===== src/rtl/rr_arbiter_n.sv =====
// N-way round-robin arbiter with grant locking and back-to-back handover.
// Define RR_ARB_HOLD_LIMIT_EN to force a release after MAX_HOLD cycles of ownership.
//
// state | meaning
// IDLE  | no owner, grant all-zero, grant_id holds the last owner
// OWNED | one requester holds a one-hot grant until it releases
module rr_arbiter_n #(
    parameter int N        = 4,
    parameter int MAX_HOLD = 8,
    localparam int IDW     = $clog2(N)
) (
    input  logic           clk,
    input  logic           rst,
    input  logic [N-1:0]   req_i,
    input  logic           done_i,
    output logic [N-1:0]   grant_o,
    output logic [IDW-1:0] grant_id_o,
    output logic           grant_valid_o
);

    typedef enum logic {
        S_IDLE  = 1'b0,
        S_OWNED = 1'b1
    } state_t;

    if ((N < 2) || (N > 32) || (MAX_HOLD < 1) || (MAX_HOLD > 255)) begin : g_param_check
        $error("rr_arbiter_n: N must be 2..32 and MAX_HOLD 1..255");
    end

    state_t         state_q, state_d;
    logic [N-1:0]   grant_q, grant_d;
    logic [IDW-1:0] id_q, id_d;
    logic           gv_q, gv_d;
    logic [IDW-1:0] ptr_q, ptr_d;

    logic           take;
    logic [IDW-1:0] win;
    logic           owner_req;
    logic           release_ev;
    logic           hold_hit;
    logic [N-1:0]   others;

    // First set bit of r searching upward from p+1 and wrapping, so p is checked last.
    function automatic logic [IDW-1:0] rr_pick(input logic [N-1:0] r, input logic [IDW-1:0] p);
        logic [IDW-1:0] w;
        logic [IDW-1:0] i;
        logic           found;
        w     = p;
        found = 1'b0;
        for (int k = 1; k <= N; k++) begin
            i = IDW'((int'(p) + k) % N);
            if (!found && r[i]) begin
                w     = i;
                found = 1'b1;
            end
        end
        return w;
    endfunction

    function automatic logic [N-1:0] to_onehot(input logic [IDW-1:0] i);
        return {{(N-1){1'b0}}, 1'b1} << i;
    endfunction

`ifdef RR_ARB_HOLD_LIMIT_EN
    logic [7:0] hold_q, hold_d;

    assign hold_hit = (hold_q == 8'(MAX_HOLD));

    always_comb begin
        hold_d = hold_q;
        if (take) begin
            hold_d = 8'd1;
        end else if (state_q == S_OWNED) begin
            hold_d = hold_q + 8'd1;
        end
    end

    always_ff @(posedge clk or posedge rst) begin
        if (rst) begin
            hold_q <= 8'd0;
        end else begin
            hold_q <= hold_d;
        end
    end
`else
    assign hold_hit = 1'b0;
`endif

    assign owner_req  = req_i[id_q];
    assign release_ev = !owner_req || done_i || hold_hit;
    assign others     = req_i & ~grant_q;

    always_comb begin
        state_d = state_q;
        grant_d = grant_q;
        id_d    = id_q;
        gv_d    = gv_q;
        ptr_d   = ptr_q;
        take    = 1'b0;
        win     = ptr_q;

        case (state_q)
            S_IDLE: begin
                if (|req_i) begin
                    take = 1'b1;
                    win  = rr_pick(req_i, ptr_q);
                end
            end
            S_OWNED: begin
                if (release_ev) begin
                    // ptr equals the owner here, so the owner is searched last anyway;
                    // masking it makes a forced release hand over whenever anyone else waits.
                    if (|others) begin
                        take = 1'b1;
                        win  = rr_pick(others, id_q);
                    end else if (owner_req) begin
                        take = 1'b1;
                        win  = id_q;
                    end else begin
                        state_d = S_IDLE;
                        grant_d = '0;
                        gv_d    = 1'b0;
                    end
                end
            end
            default: begin
                state_d = S_IDLE;
                grant_d = '0;
                gv_d    = 1'b0;
            end
        endcase

        if (take) begin
            state_d = S_OWNED;
            grant_d = to_onehot(win);
            id_d    = win;
            gv_d    = 1'b1;
            ptr_d   = win;
        end
    end

    always_ff @(posedge clk or posedge rst) begin
        if (rst) begin
            state_q <= S_IDLE;
            grant_q <= '0;
            id_q    <= '0;
            gv_q    <= 1'b0;
            ptr_q   <= IDW'(N - 1);
        end else begin
            state_q <= state_d;
            grant_q <= grant_d;
            id_q    <= id_d;
            gv_q    <= gv_d;
            ptr_q   <= ptr_d;
        end
    end

    assign grant_o       = grant_q;
    assign grant_id_o    = id_q;
    assign grant_valid_o = gv_q;

endmodule


===== config.mk =====
export PLATFORM = sky130hd
export DESIGN_NAME = rr_arbiter_n
export DESIGN_NICKNAME = d
export VERILOG_FILES = /design/src/rtl/rr_arbiter_n.sv
export SDC_FILE = /design/constraint.sdc
export NUM_CORES = 1
export LEC_CHECK = 0
export BUFFER_PORTS_ARGS = -buffer_cell sky130_fd_sc_hd__buf_2
export CORE_MARGIN = 2
export CORE_UTILIZATION = 55
export CTS_CLUSTER_SIZE = 20
export DETAILED_ROUTE_END_ITERATION = 10
export PLACE_DENSITY = 0.9
export SYNTH_ARGS = -nofsm -noshare
export SYNTH_HDL_FRONTEND = slang
export SYNTH_SLANG_ARGS = --single-unit

===== constraint.sdc =====
create_clock -name clk -period 3.06 [get_ports clk]
set_input_delay 0.459 -clock clk [delete_from_list [all_inputs] [get_ports clk]]
set_output_delay 0.459 -clock clk [all_outputs]
set_load 0.02 [all_outputs]

**Word-level counts from Yosys, hierarchy flattened**

Cells that the tools add are included.

- Register bits: 10
- Bits of input ports: 7
- Output and inout port bits: 7
- Logic and storage cells: 117

- Add/subtract/negate cells: 8
- $lt $le $gt $ge: 9
- Equal/unequal tests: 2
- Shift-type cells: 1
- Muxes and demuxes: 70
- Bitwise logic cells: 3
- Reduce and logical (&&, ||, !) cells: 19

Operators by type and width:

| cell | number |
|---|---|
| 1-bit two-way mux | 42 |
| 2-bit by 3-bit < comparator with 1-bit output, second input constant | 9 |
| 2-bit two-way mux | 12 |
| 4-bit two-way mux | 5 |
| 1-bit binary-select mux with 2-bit select | 9 |
| 2-bit by 1-bit adder with 2-bit output, second input constant | 4 |
| 2-bit adder, second input constant | 4 |
| 4-bit OR reduction | 2 |
| 1-bit logical NOT | 7 |
| 1-bit logical AND | 6 |
| 4-bit AND | 1 |
| 2-bit != test, second input constant | 2 |
| 4-bit NOT | 1 |
| 2-bit one-hot mux with 2 select lines | 1 |
| 4-bit AND reduction | 1 |
| 2-bit nonzero test | 2 |
| 1-bit by 2-bit << shifter with 4-bit output, first input constant | 1 |
| 1-bit one-hot mux with 2 select lines | 1 |
| 1-bit logical OR | 1 |
| 1-bit NOT | 1 |

**Longest topological paths before layout**

Gate-level depths: netlist of the first run.

- Depth after elaboration: 28
- Depth in mapped cells: 8
- Depth with buffers taken out: 7

**Least setup slack after synthesis of the first run**

No wires, ideal clock.

- Path kind: register to register
- From: reg id_q[0] (netlist: grant_id_o[0])
- To: reg grant_q[3] (netlist: grant_o[3])
- Library setup time: 0.121 ns
- Arrival time: 2.116 ns
- Required time: 2.939 ns
- Slack: 0.823 ns
- Cell stages (with the launch flop): 8
- Buffers on the path: 1
- Clock period less this slack: 2.237 ns
- Cell sequence: dfrtp_1 > buf_2 > mux4_1 > or3_1 > a31oi_1 > a41o_2 > inv_2 > a22o_1

- Longest elaborated chain between the ends: 27
- Elaborated cells between the ends (all ways): 53
- Classes of those cells: add/sub (4); eq/ne (2); shift (1); mux (35); reduce/logical (11)

Ends and longest elaborated chain:

| element | RTL line | text |
|---|---|---|
| from (decl) | 32 | `logic [IDW-1:0] id_q, id_d;` |
| from (signal assigned) | 152 | `id_q <= id_d;` |
| 2-bit by 1-bit adder with 2-bit output | 51 | `i = IDW'((int'(p) + k) % N);` |
| 1-bit binary-select mux with 2-bit select | 52 | `if (!found && r[i]) begin` |
| 1-bit two-way mux (not written as such) | 52 |  |
| 1-bit two-way mux | 52 |  |
| 1-bit two-way mux | 113 | `if (\|others) begin` |
| 1-bit two-way mux | 110 | `if (release_ev) begin` |
| 1-bit two-way mux | 102 | `case (state_q)` |
| 1-bit logical NOT | 52 |  |
| (+11 left out) | - |  |
| 1-bit logical NOT | 52 |  |
| 1-bit logical AND | 52 |  |
| 2-bit two-way mux | 52 |  |
| 2-bit two-way mux | 113 |  |
| 2-bit two-way mux | 110 |  |
| 2-bit one-hot mux with 2 select lines | 102 |  |
| 1-bit by 2-bit << shifter with 4-bit output | 61 | `return {{(N-1){1'b0}}, 1'b1} << i;` |
| 4-bit two-way mux | 133 | `if (take) begin` |
| to (signal assigned) | 151 | `grant_q <= grant_d;` |
| to (decl) | 31 | `logic [N-1:0] grant_q, grant_d;` |

Parallel ways exist; a longest one is shown, timed or not. The select of a mux whose other input is x is not followed.
A chain may end at the register's enable or synchronous reset.

**Final worst setup path of the first run**

- From: reg id_q[1] (netlist: grant_id_o[1])
- To: reg grant_q[1] (netlist: grant_o[1])

The elaborated chain is that of the path after synthesis.

==> results of run 1 <==
-- cell type report --
type                       instances  area, µm²
fill                             125      447.9
sequential                        10      252.7
multi-input combinational         77      496.7
tap                               15      18.77
timing repair buffer              14      72.57
inverter                           6      22.52
clock buffer                       3      22.52
-- power groups by stage --
| stage | logic, mW | registers (mW) | clock network, mW |
|---|---|---|---|
| after CTS | 0.503 | 0.283 | 0.0896 |
| after global routing | 0.564 | 0.298 | 0.0956 |
| after global placement | 0.490 | 0.282 | 0 |
| after detailed placement | 0.501 | 0.285 | 0 |
| after floorplan | 0.379 | 0.285 | 0 |
| final | 0.506 | 0.286 | 0.0874 |
-- synth_stat cells (2+ instances only) --
master / count / area (µm²)
a21oi_1: 9 / 45.04
a22o_1: 2 / 17.52
clkbuf_1: 3 / 11.26
dfrtp_1: 8 / 200.2
dfstp_2: 2 / 52.55
inv_1: 5 / 18.77
mux2_2: 2 / 22.52
mux2i_1: 2 / 20.02
nand2_1: 11 / 41.29
nand2b_1: 5 / 31.28
nor2_1: 8 / 30.03
nor2b_1: 3 / 18.77
nor3_1: 2 / 10.01
nor4_1: 2 / 12.51
o21ai_0: 8 / 40.04
o311ai_0: 2 / 17.52
or3_1: 2 / 12.51
-- metal layers --
metal / part of all wire [%] / routed length, µm
met5: 0 / 0
met4: 2.0 / 39
met3: 6.1 / 117
met2: 49 / 939
met1: 42 / 810
-- worst max-delay path by stage --
stage | cells past startpoint | slack (ns) | end | start
after global routing | 6 | 0.71 | grant_o[1] | grant_id_o[1]
after detailed placement | 8 | 0.72 | grant_o[3] | req_i[0]
final | 6 | 0.87 | grant_o[1] | grant_id_o[1]
after CTS | 6 | 0.91 | grant_o[1] | grant_id_o[1]
after floorplan | 7 | 0.82 | grant_o[3] | grant_id_o[0]
after global placement | 8 | 0.70 | grant_o[3] | req_i[0]
-- sequential cells by signal, summed over array words and instances (netlist names) --
register / cells
grant_o: 4
grant_id_o: 2
ptr_q: 2
grant_valid_o: 1
state_q: 1
-- cell families after synthesis --
family                 share of synthesized area [%]
and+or+nand+nor                                26.13
AOI/OAI and AO/OA                              27.06
buffers and inverters                          6.841
DFF                                            31.41
muxes                                          8.554
==> results.cfg, run 1 <==
[pwr]
pwr-share-seq_pct = 32.5
swShare_pct = 47.40
leakagePower_nw = 0.4017
vdd_ir_drop_max_uv = 604.5
switchingPower_uw = 416.9
clkPwrFrac_pct = 9.9
combPwrFrac_pct = 57.6
total_power_uw = 879.5
p_int_uw = 462.7
power_density_nw_per_um2 = 992.9

[worst_setup_path]
endpoint_kind = flip-flop
path_class = flip-flop to flip-flop
reg2reg_slack_ns = 0.87
crit_fanout = 15
path_cells = mux4_1 -> nand2b_1 -> and2_1 -> o311ai_0 -> a21oi_1 -> a22o_1
max_stage_delay_ns = 0.64
path_buf_inv = 0
r2r-end = grant_o[1]
crit_slowest_cell = dfrtp_1
worstPathArrival_ns = 2.39
startpoint_type = flip-flop
crit-reg2reg-launch = grant_id_o[1]
cp.required_ns = 3.26
path_delay_family = compound AO/OA/AOI/OAI gates
reg2regPathDepth = 6

[cts]
insertion_delay_ns = 0.26
hold_buffers = 0
postCtsSetupRepairBufs = 0
htree_levels = 1
cts_sinks = 10
numCtsBuffers = 3
clkTransAtPathRegs_ns = 0.06
clockRootBuffer = clkbuf_4
cts_tree = done
cts_max_path_buffers = 2
cts-resized-gates = 0

[status]
status = completed

[place]
place.gp.congestion = 0.8741
dp.cells = 122
pre_cts_ws_ns = 0.7175
dp_hpwl_um = 1429
io_buffers = 13
place_area_um2 = 863.3

[hold_path]
hold_class = input pin to asynchronous set/reset pin

[cells_and_area]
final_nets = 119
layout_commonest_cell = buf_2
syn_to_final_growth_pct = 10.11
instances_no_fill = 125
final_area_um2 = 885.9
drive_gt1_share_pct = 23.64
n_antenna_cell = 0
layout_common_cells = 13 x buf_2, 11 x nand2_1, 9 x a21oi_1
fin_util_pct = 66.42

[grt]
grtUsageTotal_pct = 24.04
grt_antenna_before_repair = 0
grt-busiest-layer = met2
grt_use_met1_pct = 30.43
met2_usage_pct = 40.31
grt_remaining_overflow = 0
grt_max_degree = 16
grt_use_met3_pct = 3.448
grt_pass1_vias = 751
grt_pass1_wl_um = 3312

[sta]
worst_slew_pin_slew_ns = 0.5565
skew_ns = 0.004302
setup_violations = 0
layout_setup_ws_ns = 0.8747
period_minus_slack_ns = 2.185
slew_headroom_pct = 62.82
fmax_mhz = 457.6
hold_slack_ns = 0.1460
slew_violations = 0
rsz0062_at_grt = false
setup_tns_ns = 0
hold_viol = 0
fin_crit_sh_pct = 71.42

[synthesis]
syn_area_per_cell_um2 = 8.126
yosysWarnings = 0
synth_edf_count = 0
synth_flop_cell = dfrtp_1
synth.distinct_cells = 40
synth_cells = 99
netlist_area_um2 = 804.5
yosys_register_bits = 10
syn-num-nets = 106
yosysSeqAreaShare_pct = 31.42
ys_async_sr_fraction_pct = 100.0

[floorplanning]
ios = 14
dieArea_um2 = 1785
core_area_um2 = 1334
start_util_pct = 60.32
num_rows = 13
die_h_um = 42.25
die_x_um = 42.25

[drt]
drc_errors = 0
vias = 826
viasPerCell = 6.608
firstDrtPassIters = 4
routedWlPerCell_um = 15.25
wirelength_um = 1906
ant_nets = 0
drtIter0Drc = 36

[run]
maxCapViolations = 0
No activity file was read; power rests on OpenSTA's default activity.
==> run 2, diff against run 1 <==
--- a/config.mk
+++ b/config.mk
@@ -7,10 +7,10 @@
 export LEC_CHECK = 0
 export BUFFER_PORTS_ARGS = -buffer_cell sky130_fd_sc_hd__buf_2
 export CORE_MARGIN = 2
-export CORE_UTILIZATION = 55
+export CORE_UTILIZATION = 53
 export CTS_CLUSTER_SIZE = 20
 export DETAILED_ROUTE_END_ITERATION = 10
-export PLACE_DENSITY = 0.9
+export PLACE_DENSITY = 0.87
 export SYNTH_ARGS = -nofsm -noshare
 export SYNTH_HDL_FRONTEND = slang
 export SYNTH_SLANG_ARGS = --single-unit
==> constraint.sdc (replaced) <==
create_clock -name clk -period 2.17 [get_ports clk]
set_input_delay 0.3255 -clock clk [delete_from_list [all_inputs] [get_ports clk]]
set_output_delay 0.3255 -clock clk [all_outputs]
set_load 0.02 [all_outputs]
==> run 2 against run 1 <==
  * Via count rose by 3.4%
  * Fmax increased by 5.8%
  * Setup slack worse by 0.77 ns
  * Clock power grew 50%
  * Hold slack got worse by 0.12 ns
  * Register-to-register slack worse by 0.77 ns
  * Combinational power up 82%
  * Core utilization up 1.2 points
  * Clock skew about the same
  * Count of clock-buffer cells in the layout up 1
  * First-iteration DRC count decreased by 8.3%
  * Critical path type unchanged
  * Largest power group unchanged
  * Highest routed layer unchanged
==> results.cfg, run 2 (synthesized netlist as in run 1, its figures left out) <==
[status]
status = completed

[cells_and_area]
n_antenna_cell = 0
final_nets = 132
fillers = 124
layout_common_cells = 14 x buf_4, 13 x buf_2, 11 x nand2_1
drive_gt1_share_pct = 34.68
instances_no_fill = 140
syn_to_final_growth_pct = 23.64
largest_reg_flops = 4
layout_commonest_cell = buf_4

[drt]
firstDrtPassIters = 4
viasPerCell = 6.100
wirelength_um = 2225
routedWlPerCell_um = 15.89
ant_nets = 0
drtIter0Drc = 33
vias = 854
drc_errors = 0

[sta]
setup_violations = 0
hold_slack_ns = 0.02140
skew_ns = 0.004303
slew_headroom_pct = 57.80
worst_slew_pin_slew_ns = 0.6250
period_minus_slack_ns = 2.065
hold_viol = 0
slew_violations = 0
fin_crit_sh_pct = 95.15
setup_tns_ns = 0
rsz0062_at_grt = false
fmax_mhz = 484.3

[floorplanning]
ios = 14
start_util_pct = 54.68
core_area_um2 = 1471
die_h_um = 42.96
num_rows = 14
die_x_um = 42.96
dieArea_um2 = 1846

[worst_setup_path]
endpoint_kind = flip-flop
max_stage_delay_ns = 0.57
crit_fanout = 4
crit_slowest_cell = mux4_2
path_cells = mux4_2 -> or3_1 -> a31oi_1 -> a41o_2 -> inv_2 -> a22o_1
cp.required_ns = 2.32
path_buf_inv = 1
reg2reg_slack_ns = 0.11
r2r-end = grant_o[3]
worstPathArrival_ns = 2.22
path_delay_family = multiplexers
path_class = flip-flop to flip-flop
startpoint_type = flip-flop
worst-path-stages = 6
crit-reg2reg-launch = grant_id_o[0]
reg2regPathDepth = 6

[cts]
cts_tree = done
hold_buffers = 0
clockRootBuffer = clkbuf_4
clkTransAtPathRegs_ns = 0.06
htree_levels = 1
numCtsBuffers = 3
cts_sinks = 10
insertion_delay_ns = 0.26
cts_max_path_buffers = 2

[run]
maxCapViolations = 0

[hold_path]
hold_class = input pin to asynchronous set/reset pin

[place]
dp_hpwl_um = 1757
place.gp.congestion = 0.9117
dp.cells = 135
io_buffers = 13

[grt]
grt_remaining_overflow = 0
grt_antenna_before_repair = 0
grt_pass1_vias = 836
grtUsageTotal_pct = 26.46
grt_max_degree = 12
grt_pass1_wl_um = 3698

[pwr]
power_density_nw_per_um2 = 1429
leakagePower_nw = 0.4629
vdd_ir_drop_max_uv = 819.1
-- run 2: repair_timing --
item | 4_1_cts | 5_1_grt
buffers inserted | 1 | 0
gates cloned | 0 | 0
endpoints found under the hold margin | 0 | 0
endpoints found under the setup margin | 2 | 5
pin swaps | 1 | 0
resized for setup | 0 | 3
-- run 2: worst max-delay path by stage --
| stage | startpoint | endpoint | slack, ns |
|---|---|---|---|
| 3_3_place_gp | req_i[1] | grant_o[1] | 0.0001 |
| 4_1_cts | grant_id_o[0] | grant_o[3] | 0.03 |
| 6_report | grant_id_o[0] | grant_o[3] | 0.11 |
| 2_1_floorplan | grant_id_o[0] | grant_o[3] | 0.03 |
| 3_5_place_dp | req_i[1] | grant_o[3] | -0.07 |
| 5_1_grt | grant_id_o[0] | grant_o[3] | 0.01 |
-- run 2: power breakdown --
part	internal, mW	leakage (nW)	total, mW	switching (mW)
logic	0.417	0.332	0.919	0.502
registers	0.284	0.116	0.371	0.0876
clock network	0.0710	0.0150	0.131	0.0599
total	0.772	0.463	1.42	0.650
-- run 2: area by class of cell --
class	count	area, µm²	share of cell area [%]
Timing Repair Buffer	27	170.2	17.11
Clock buffer	4	26.28	2.642
Inverter	6	22.52	2.264
Tap cell	16	20.02	2.013
Sequential cell	10	254.0	25.53
Multi-Input combinational cell	77	501.7	50.44
-- run 2: per-layer routing --
layer / part of all wire (%) / vias to the layer above / global-route usage [%]
met2: 48 / 51 / 46.06
met3: 7.3 / 6 / 1.702
met1: 43 / 384 / 34.59
li1: - / 413 / -
met4: 2.2 / 0 / 9.091
met5: 0 / - / 0
-- run 2: through the flow --
step	power (mW)	util, %	setup slack (ns)	cell area [µm²]
final	1.422	67.60	0.1052	994.7
after global routing	1.539	67.60	0.01233	994.7
after CTS	1.408	67.26	0.02754	989.7
after detailed placement	1.248	64.97	-0.06503	955.9
after global placement	1.204	64.97	0.0001197	955.9
after floorplan	0.9430	-	0.02656	808.3
